## src/rtl/cpu_pkg.sv

```systemverilog
// Shared definitions for the 16-bit multi-cycle CPU:
// opcode classes, op3/op2/cond codes and the phase FSM states.
package cpu_pkg;

    typedef enum logic [2:0] {
        S_IDLE,
        S_P1,
        S_P2,
        S_P3,
        S_P4,
        S_P5
    } state_t;

    localparam logic [1:0] OP1_LD  = 2'b00;
    localparam logic [1:0] OP1_ST  = 2'b01;
    localparam logic [1:0] OP1_IMM = 2'b10;
    localparam logic [1:0] OP1_ALU = 2'b11;

    localparam logic [3:0] OP3_ADD = 4'b0000;
    localparam logic [3:0] OP3_SUB = 4'b0001;
    localparam logic [3:0] OP3_AND = 4'b0010;
    localparam logic [3:0] OP3_OR  = 4'b0011;
    localparam logic [3:0] OP3_XOR = 4'b0100;
    localparam logic [3:0] OP3_CMP = 4'b0101;
    localparam logic [3:0] OP3_MOV = 4'b0110;
    localparam logic [3:0] OP3_SLL = 4'b1000;
    localparam logic [3:0] OP3_SLR = 4'b1001;
    localparam logic [3:0] OP3_SRL = 4'b1010;
    localparam logic [3:0] OP3_SRA = 4'b1011;
    localparam logic [3:0] OP3_IN  = 4'b1100;
    localparam logic [3:0] OP3_OUT = 4'b1101;
    localparam logic [3:0] OP3_HLT = 4'b1111;

    localparam logic [2:0] OP2_LI  = 3'b000;
    localparam logic [2:0] OP2_B   = 3'b100;
    localparam logic [2:0] OP2_BC  = 3'b111;

    localparam logic [2:0] COND_BE  = 3'b000;
    localparam logic [2:0] COND_BLT = 3'b001;
    localparam logic [2:0] COND_BLE = 3'b010;
    localparam logic [2:0] COND_BNE = 3'b011;

    // ALU/shift ops whose flags are kept in the condition codes.
    function automatic logic op3_sets_ccr(input logic [3:0] op3);
        return (op3 inside {[OP3_ADD:OP3_CMP], [OP3_SLL:OP3_SRA]});
    endfunction

    // ALU-class ops that produce a register result.
    function automatic logic op3_writes_reg(input logic [3:0] op3);
        return (op3 inside {[OP3_ADD:OP3_XOR], OP3_MOV,
                            [OP3_SLL:OP3_SRA], OP3_IN});
    endfunction

endpackage

```

## src/rtl/br_cond_eval.sv

```systemverilog
// Conditional-branch evaluator: decides taken from the
// 3-bit condition code and the latched {S,Z,C,V} flags.
module br_cond_eval
    import cpu_pkg::*;
(
    input  logic [2:0] cond,
    input  logic [3:0] ccr,
    output logic       taken
);

    logic s_flag;
    logic z_flag;
    logic v_flag;
    logic unused_c;

    assign s_flag   = ccr[3];
    assign z_flag   = ccr[2];
    assign v_flag   = ccr[0];
    assign unused_c = ccr[1];

    // Signed compare results derive from S^V; reserved codes never branch.
    always_comb begin
        taken = 1'b0;
        unique case (cond)
            COND_BE:  taken = z_flag;
            COND_BLT: taken = s_flag ^ v_flag;
            COND_BLE: taken = z_flag | (s_flag ^ v_flag);
            COND_BNE: taken = ~z_flag;
            default:  taken = 1'b0;
        endcase
    end

endmodule

```

## src/rtl/phase_ctrl.sv

```systemverilog
// Five-phase instruction sequencer with condition-code register
// and branch resolution for the 16-bit multi-cycle CPU.
module phase_ctrl
    import cpu_pkg::*;
#(
    parameter int unsigned MEM_WAIT = 0
) (
    input  logic        clk,
    input  logic        rst_n,
    input  logic        run,
    input  logic        stop,
    input  logic [15:0] instr,
    input  logic [3:0]  alu_code,
    output logic [4:0]  phase,
    output logic        ir_we,
    output logic        pc_we,
    output logic        pc_sel_br,
    output logic        mem_re,
    output logic        mem_we,
    output logic        reg_we,
    output logic [3:0]  ccr,
    output logic        halted
);

    localparam logic [2:0] WAIT_LAST = MEM_WAIT[2:0];

    state_t     state;
    state_t     state_nx;
    logic [2:0] wcnt;
    logic       stop_flag;

    logic [1:0] op1;
    logic [2:0] op2;
    logic [2:0] cond;
    logic [3:0] op3;
    logic       unused_bits;

    logic       is_ld;
    logic       is_st;
    logic       is_mem;
    logic       is_hlt;
    logic       sets_ccr;
    logic       writes_reg;
    logic       cond_ok;
    logic       br_take;
    logic       wait_done;
    logic       p4_last;

    assign op1         = instr[15:14];
    assign op2         = instr[13:11];
    assign cond        = instr[10:8];
    assign op3         = instr[7:4];
    assign unused_bits = ^instr[3:0];

    assign is_ld    = (op1 == OP1_LD);
    assign is_st    = (op1 == OP1_ST);
    assign is_mem   = is_ld | is_st;
    assign is_hlt   = (op1 == OP1_ALU) && (op3 == OP3_HLT);
    assign sets_ccr = (op1 == OP1_ALU) && op3_sets_ccr(op3);

    assign writes_reg = ((op1 == OP1_ALU) && op3_writes_reg(op3))
                      | is_ld
                      | ((op1 == OP1_IMM) && (op2 == OP2_LI));

    br_cond_eval u_br (
        .cond  (cond),
        .ccr   (ccr),
        .taken (cond_ok)
    );

    assign br_take = (op1 == OP1_IMM)
                   && ((op2 == OP2_B) || ((op2 == OP2_BC) && cond_ok));

    assign wait_done = (wcnt == WAIT_LAST);
    assign p4_last   = ~is_mem | wait_done;

    // Phase sequencing; stop is folded in at the P5 exit.
    always_comb begin
        state_nx = state;
        unique case (state)
            S_IDLE: if (run) state_nx = S_P1;
            S_P1:   if (wait_done) state_nx = S_P2;
            S_P2:   state_nx = S_P3;
            S_P3:   state_nx = S_P4;
            S_P4:   if (p4_last) state_nx = S_P5;
            S_P5: begin
                if (is_hlt || stop_flag || stop) begin
                    state_nx = S_IDLE;
                end else begin
                    state_nx = S_P1;
                end
            end
            default: state_nx = S_IDLE;
        endcase
    end

    // State, wait counter, sticky stop request and condition codes.
    always_ff @(posedge clk) begin
        if (!rst_n) begin
            state     <= S_IDLE;
            wcnt      <= 3'd0;
            stop_flag <= 1'b0;
            ccr       <= 4'd0;
        end else begin
            state <= state_nx;
            if (state_nx == state && (state == S_P1 || state == S_P4)) begin
                wcnt <= wcnt + 3'd1;
            end else begin
                wcnt <= 3'd0;
            end
            if (state == S_IDLE) begin
                stop_flag <= run & stop;
            end else if (state == S_P5) begin
                stop_flag <= 1'b0;
            end else begin
                stop_flag <= stop_flag | stop;
            end
            if (state == S_P3 && sets_ccr) begin
                ccr <= alu_code;
            end
        end
    end

    // Per-phase strobes; everything is quiet in a reset cycle.
    always_comb begin
        phase     = 5'b00000;
        ir_we     = 1'b0;
        pc_we     = 1'b0;
        pc_sel_br = 1'b0;
        mem_re    = 1'b0;
        mem_we    = 1'b0;
        reg_we    = 1'b0;
        halted    = 1'b1;
        if (rst_n) begin
            halted = (state == S_IDLE);
            unique case (state)
                S_P1: begin
                    phase  = 5'b00001;
                    ir_we  = wait_done;
                    mem_re = wait_done;
                end
                S_P2: phase = 5'b00010;
                S_P3: phase = 5'b00100;
                S_P4: begin
                    phase  = 5'b01000;
                    mem_re = is_ld;
                    mem_we = is_st & wait_done;
                end
                S_P5: begin
                    phase     = 5'b10000;
                    pc_we     = 1'b1;
                    pc_sel_br = br_take;
                    reg_we    = writes_reg;
                end
                default: phase = 5'b00000;
            endcase
        end
    end

endmodule
```

## config.mk

```make
export PLATFORM = sky130hd
export DESIGN_NAME = phase_ctrl
export DESIGN_NICKNAME = d
export VERILOG_FILES = /design/src/rtl/cpu_pkg.sv /design/src/rtl/br_cond_eval.sv /design/src/rtl/phase_ctrl.sv
export SDC_FILE = /design/constraint.sdc
export NUM_CORES = 1
export LEC_CHECK = 0
export BUFFER_PORTS_ARGS = -buffer_cell sky130_fd_sc_hd__clkbuf_2
export CAP_MARGIN = 10
export CORE_UTILIZATION = 42
export CTS_BUF_LIST = sky130_fd_sc_hd__clkbuf_8
export CTS_CLUSTER_SIZE = 40
export DETAILED_ROUTE_END_ITERATION = 8
export GPL_TIMING_DRIVEN = 0
export PLACE_DENSITY = 0.82
export REMOVE_ABC_BUFFERS = 1
export SLEW_MARGIN = 30
export SYNTH_ARGS = -nofsm -noshare
export SYNTH_HDL_FRONTEND = slang
export SYNTH_SLANG_ARGS = --single-unit
```

## constraint.sdc

```tcl
create_clock -name clk -period 2.08 [get_ports clk]
set_clock_uncertainty 0.05 [all_clocks]
set_input_delay 0.312 -clock clk [delete_from_list [all_inputs] [get_ports clk]]
set_output_delay 0.312 -clock clk [all_outputs]
set_load 0.005 [all_outputs]
```

==> reports/qor.csv <==
metric,value,unit
finish.instance_area,0.001062,mm^2
design.final.nets,166,
placed_area,0.001006,mm^2
grt_max_degree,14,
cts_hold_buf,0,
synthTopCellsByArea,"dfxtp_1 27%, ha_1 6.1%, mux2i_1 6.1%",
r2r-end,wcnt[2],
post_cts_buffers,0,
grt_pass1_vias,776,
ys_types,41,
die_h,46.24,um
tightest_slew,0.4185,ns
wl_per_cell,12.86,um
vias,885,
h-tree-depth,1,
numCtsBuffers,3,
layout-drive-gt1-share,35.04,%
arrival,1.66,ns
r2r_cells,6,
seq_area_frac_synth,26.79,%
routed_wl,2083,um
critical_path_class,flop to output port,
avgSynthCellArea,8.059,um^2
crit_chain,"nand4bb_1, o32ai_1, clkbuf_2",
groute.usage.overall,20.55,%
syn2layout_area_growth,29.22,%
yosys_warnings,0,
yosysTopAreaCell,dfxtp_1,
start_util,46.11,%
insertion_delay,0.24,ns
pre_cts_ws,-0.09419,ns
power.density,733.9,mW/mm^2
placedCellCount,158,
core,0.001783,mm^2
tritoncts,built,
grt_first_pass_wirelength,3049,um
root_buffer,clkbuf_8,
crit_fanout,12,
ios,40,
min-delay-start,stop,
netlist_area,822.0,um^2
max-slew-margin-rel,72.06,%
met1_length,885,um
hold_path_end,stop_flag,
viasPerCell,5.463,
instances_no_fill,162,
finalCritPeriodShare,97.33,%
yosysTopAreaCellShare,26.79,%
slowest_stage,dfxtp_1,
drt.antenna.violating_nets,0,
timing.rr.start,wcnt[0],
grt_setup_unrepaired,no,
crit_path_end_kind,output port,
highest_layer,met4,
peakVddDrop,0.0003998,V
grt_remaining_overflow,0,
cts.sinks,11,
portBuffers,35,
clk_pin_slew,0.05,ns
drt_iter0_markers,19,
met3WireLength,115,um
required,1.72,ns
status,finished clean,
maxSlewViolCount,0,
route.detailed.drc,0,
synth_cells,102,
tns,0,ns
final_common_cell,clkbuf_2,
firstDrtPassIters,4,
min_path_cells,3,
finalCriticalPeriod,2.024,ns
rows,15,
final_hold_viol_count,0,
globalplace.congestion,0.8151,
ys_ff_latch,11,
fmax,494.0,MHz
finalSetupViolations,0,
final_cell_mix,"35 x clkbuf_2, 10 x nor2_1, 10 x dfxtp_1, 7 x inv_1",
maxCapViolCount,0,
antenna_found_initial,0,
die_x,46.24,um
die-area,0.002138,mm^2
startpoint_type,flop,
antenna_cells,0,
r2r_slack,0.06,ns
hpwlAfterDp,1570,um
p_leak,0.5137,nW
layout_setup_ws,0.05561,ns
route.met2.wl,1049,um
cts.path.max_buffers,2,
hold_path_class,primary input to flop,
max_stage_delay,0.57,ns
## cells in the mapped netlist, drive strengths merged
cell,count
a2111o,1
a211oi,1
a21o,1
a21oi,4
and2,2
and2b,1
and3,2
and3b,1
and4bb,1
buf,2
clkbuf,2
dfxtp,11
ha,4
inv,6
mux2,1
mux2i,5
nand2,6
nand2b,2
nand4,5
nand4b,1
nand4bb,1
nor2,10
nor2b,6
nor3,4
nor3b,2
nor4,1
nor4b,1
o211ai,1
o21a,1
o21ai,6
o311ai,1
o32ai,1
o41ai,2
or2,2
or3,1
xnor2,2
xor2,1
## registers in the layout, summed over array words and instances (netlist names)
signal     flops
state          3
stop_flag      1
ccr            4
wcnt           3
## layer usage
metal  vias up  track usage [%]
met3         6            6.275
met5         -                0
met2        35            38.59
li1        437                -
met1       407            19.01
met4         0            12.35
## what timing repair did
| action | CTS | global route |
|---|---|---|
| endpoints found under the setup margin | 2 | 4 |
| hold endpoints to repair | 0 | 0 |
| pin swaps | 0 | 0 |
| resized for setup | 1 | 3 |
## final cells by class
cell class	instances	area, um^2
Multi-Input combinational cell	81	566.8
Tap cell	25	31.28
Clock buffer	3	41.29
Clock inverter	1	3.754
Fill cell	157	720.7
Timing Repair Buffer	35	175.2
Sequential cell	11	221.5
Inverter	6	22.52
## report_power, final
part           switching [mW]  internal (mW)
combinational           0.141          0.141
clock                  0.0858          0.130
sequential             0.0473          0.235
## cells by family after synthesis
family                   share of synthesized area [%]
adder cells (fa/ha/maj)                          6.089
buffers and inverters                            5.479
flip-flops                                       26.79
AO/OA/AOI/OAI                                    15.38
multiplexers                                     7.458
AND/OR/NAND/NOR                                  35.62
XOR/XNOR                                         3.197
## critical path, delay by kind of cell (launching register included)
| kind | cells | cell delay (ns) |
|---|---|---|
| DFF | 1 | 0.57 |
| and+or+nand+nor | 1 | 0.36 |
| AOI/OAI and AO/OA | 1 | 0.32 |
| buffers and inverters | 1 | 0.16 |
## worst max-delay path by stage
| stage | from | end | slack (ns) |
|---|---|---|---|
| after detailed placement | wcnt[0] | wcnt[1] | -0.09 |
| after floorplan | wcnt[0] | wcnt[1] | 0.15 |
| final | state[2] | mem_re | 0.06 |
| after global routing | state[2] | mem_re | 0.005 |
| after CTS | wcnt[0] | wcnt[1] | 0.06 |
| after global placement | wcnt[0] | wcnt[1] | 0.01 |
## metrics by stage
stage | hold WS, ns | util [%] | total power, mW
2_1_floorplan | 0.3794 | - | 0.4553
3_3_place_gp | 0.4268 | 56.42 | 0.5340
3_5_place_dp | 0.4353 | 56.42 | 0.5496
4_1_cts | 0.2448 | 58.95 | 0.7702
5_1_grt | 0.3039 | 59.58 | 0.8328
6_report | 0.2438 | 59.58 | 0.7796
(Power assumes the default switching activity.)
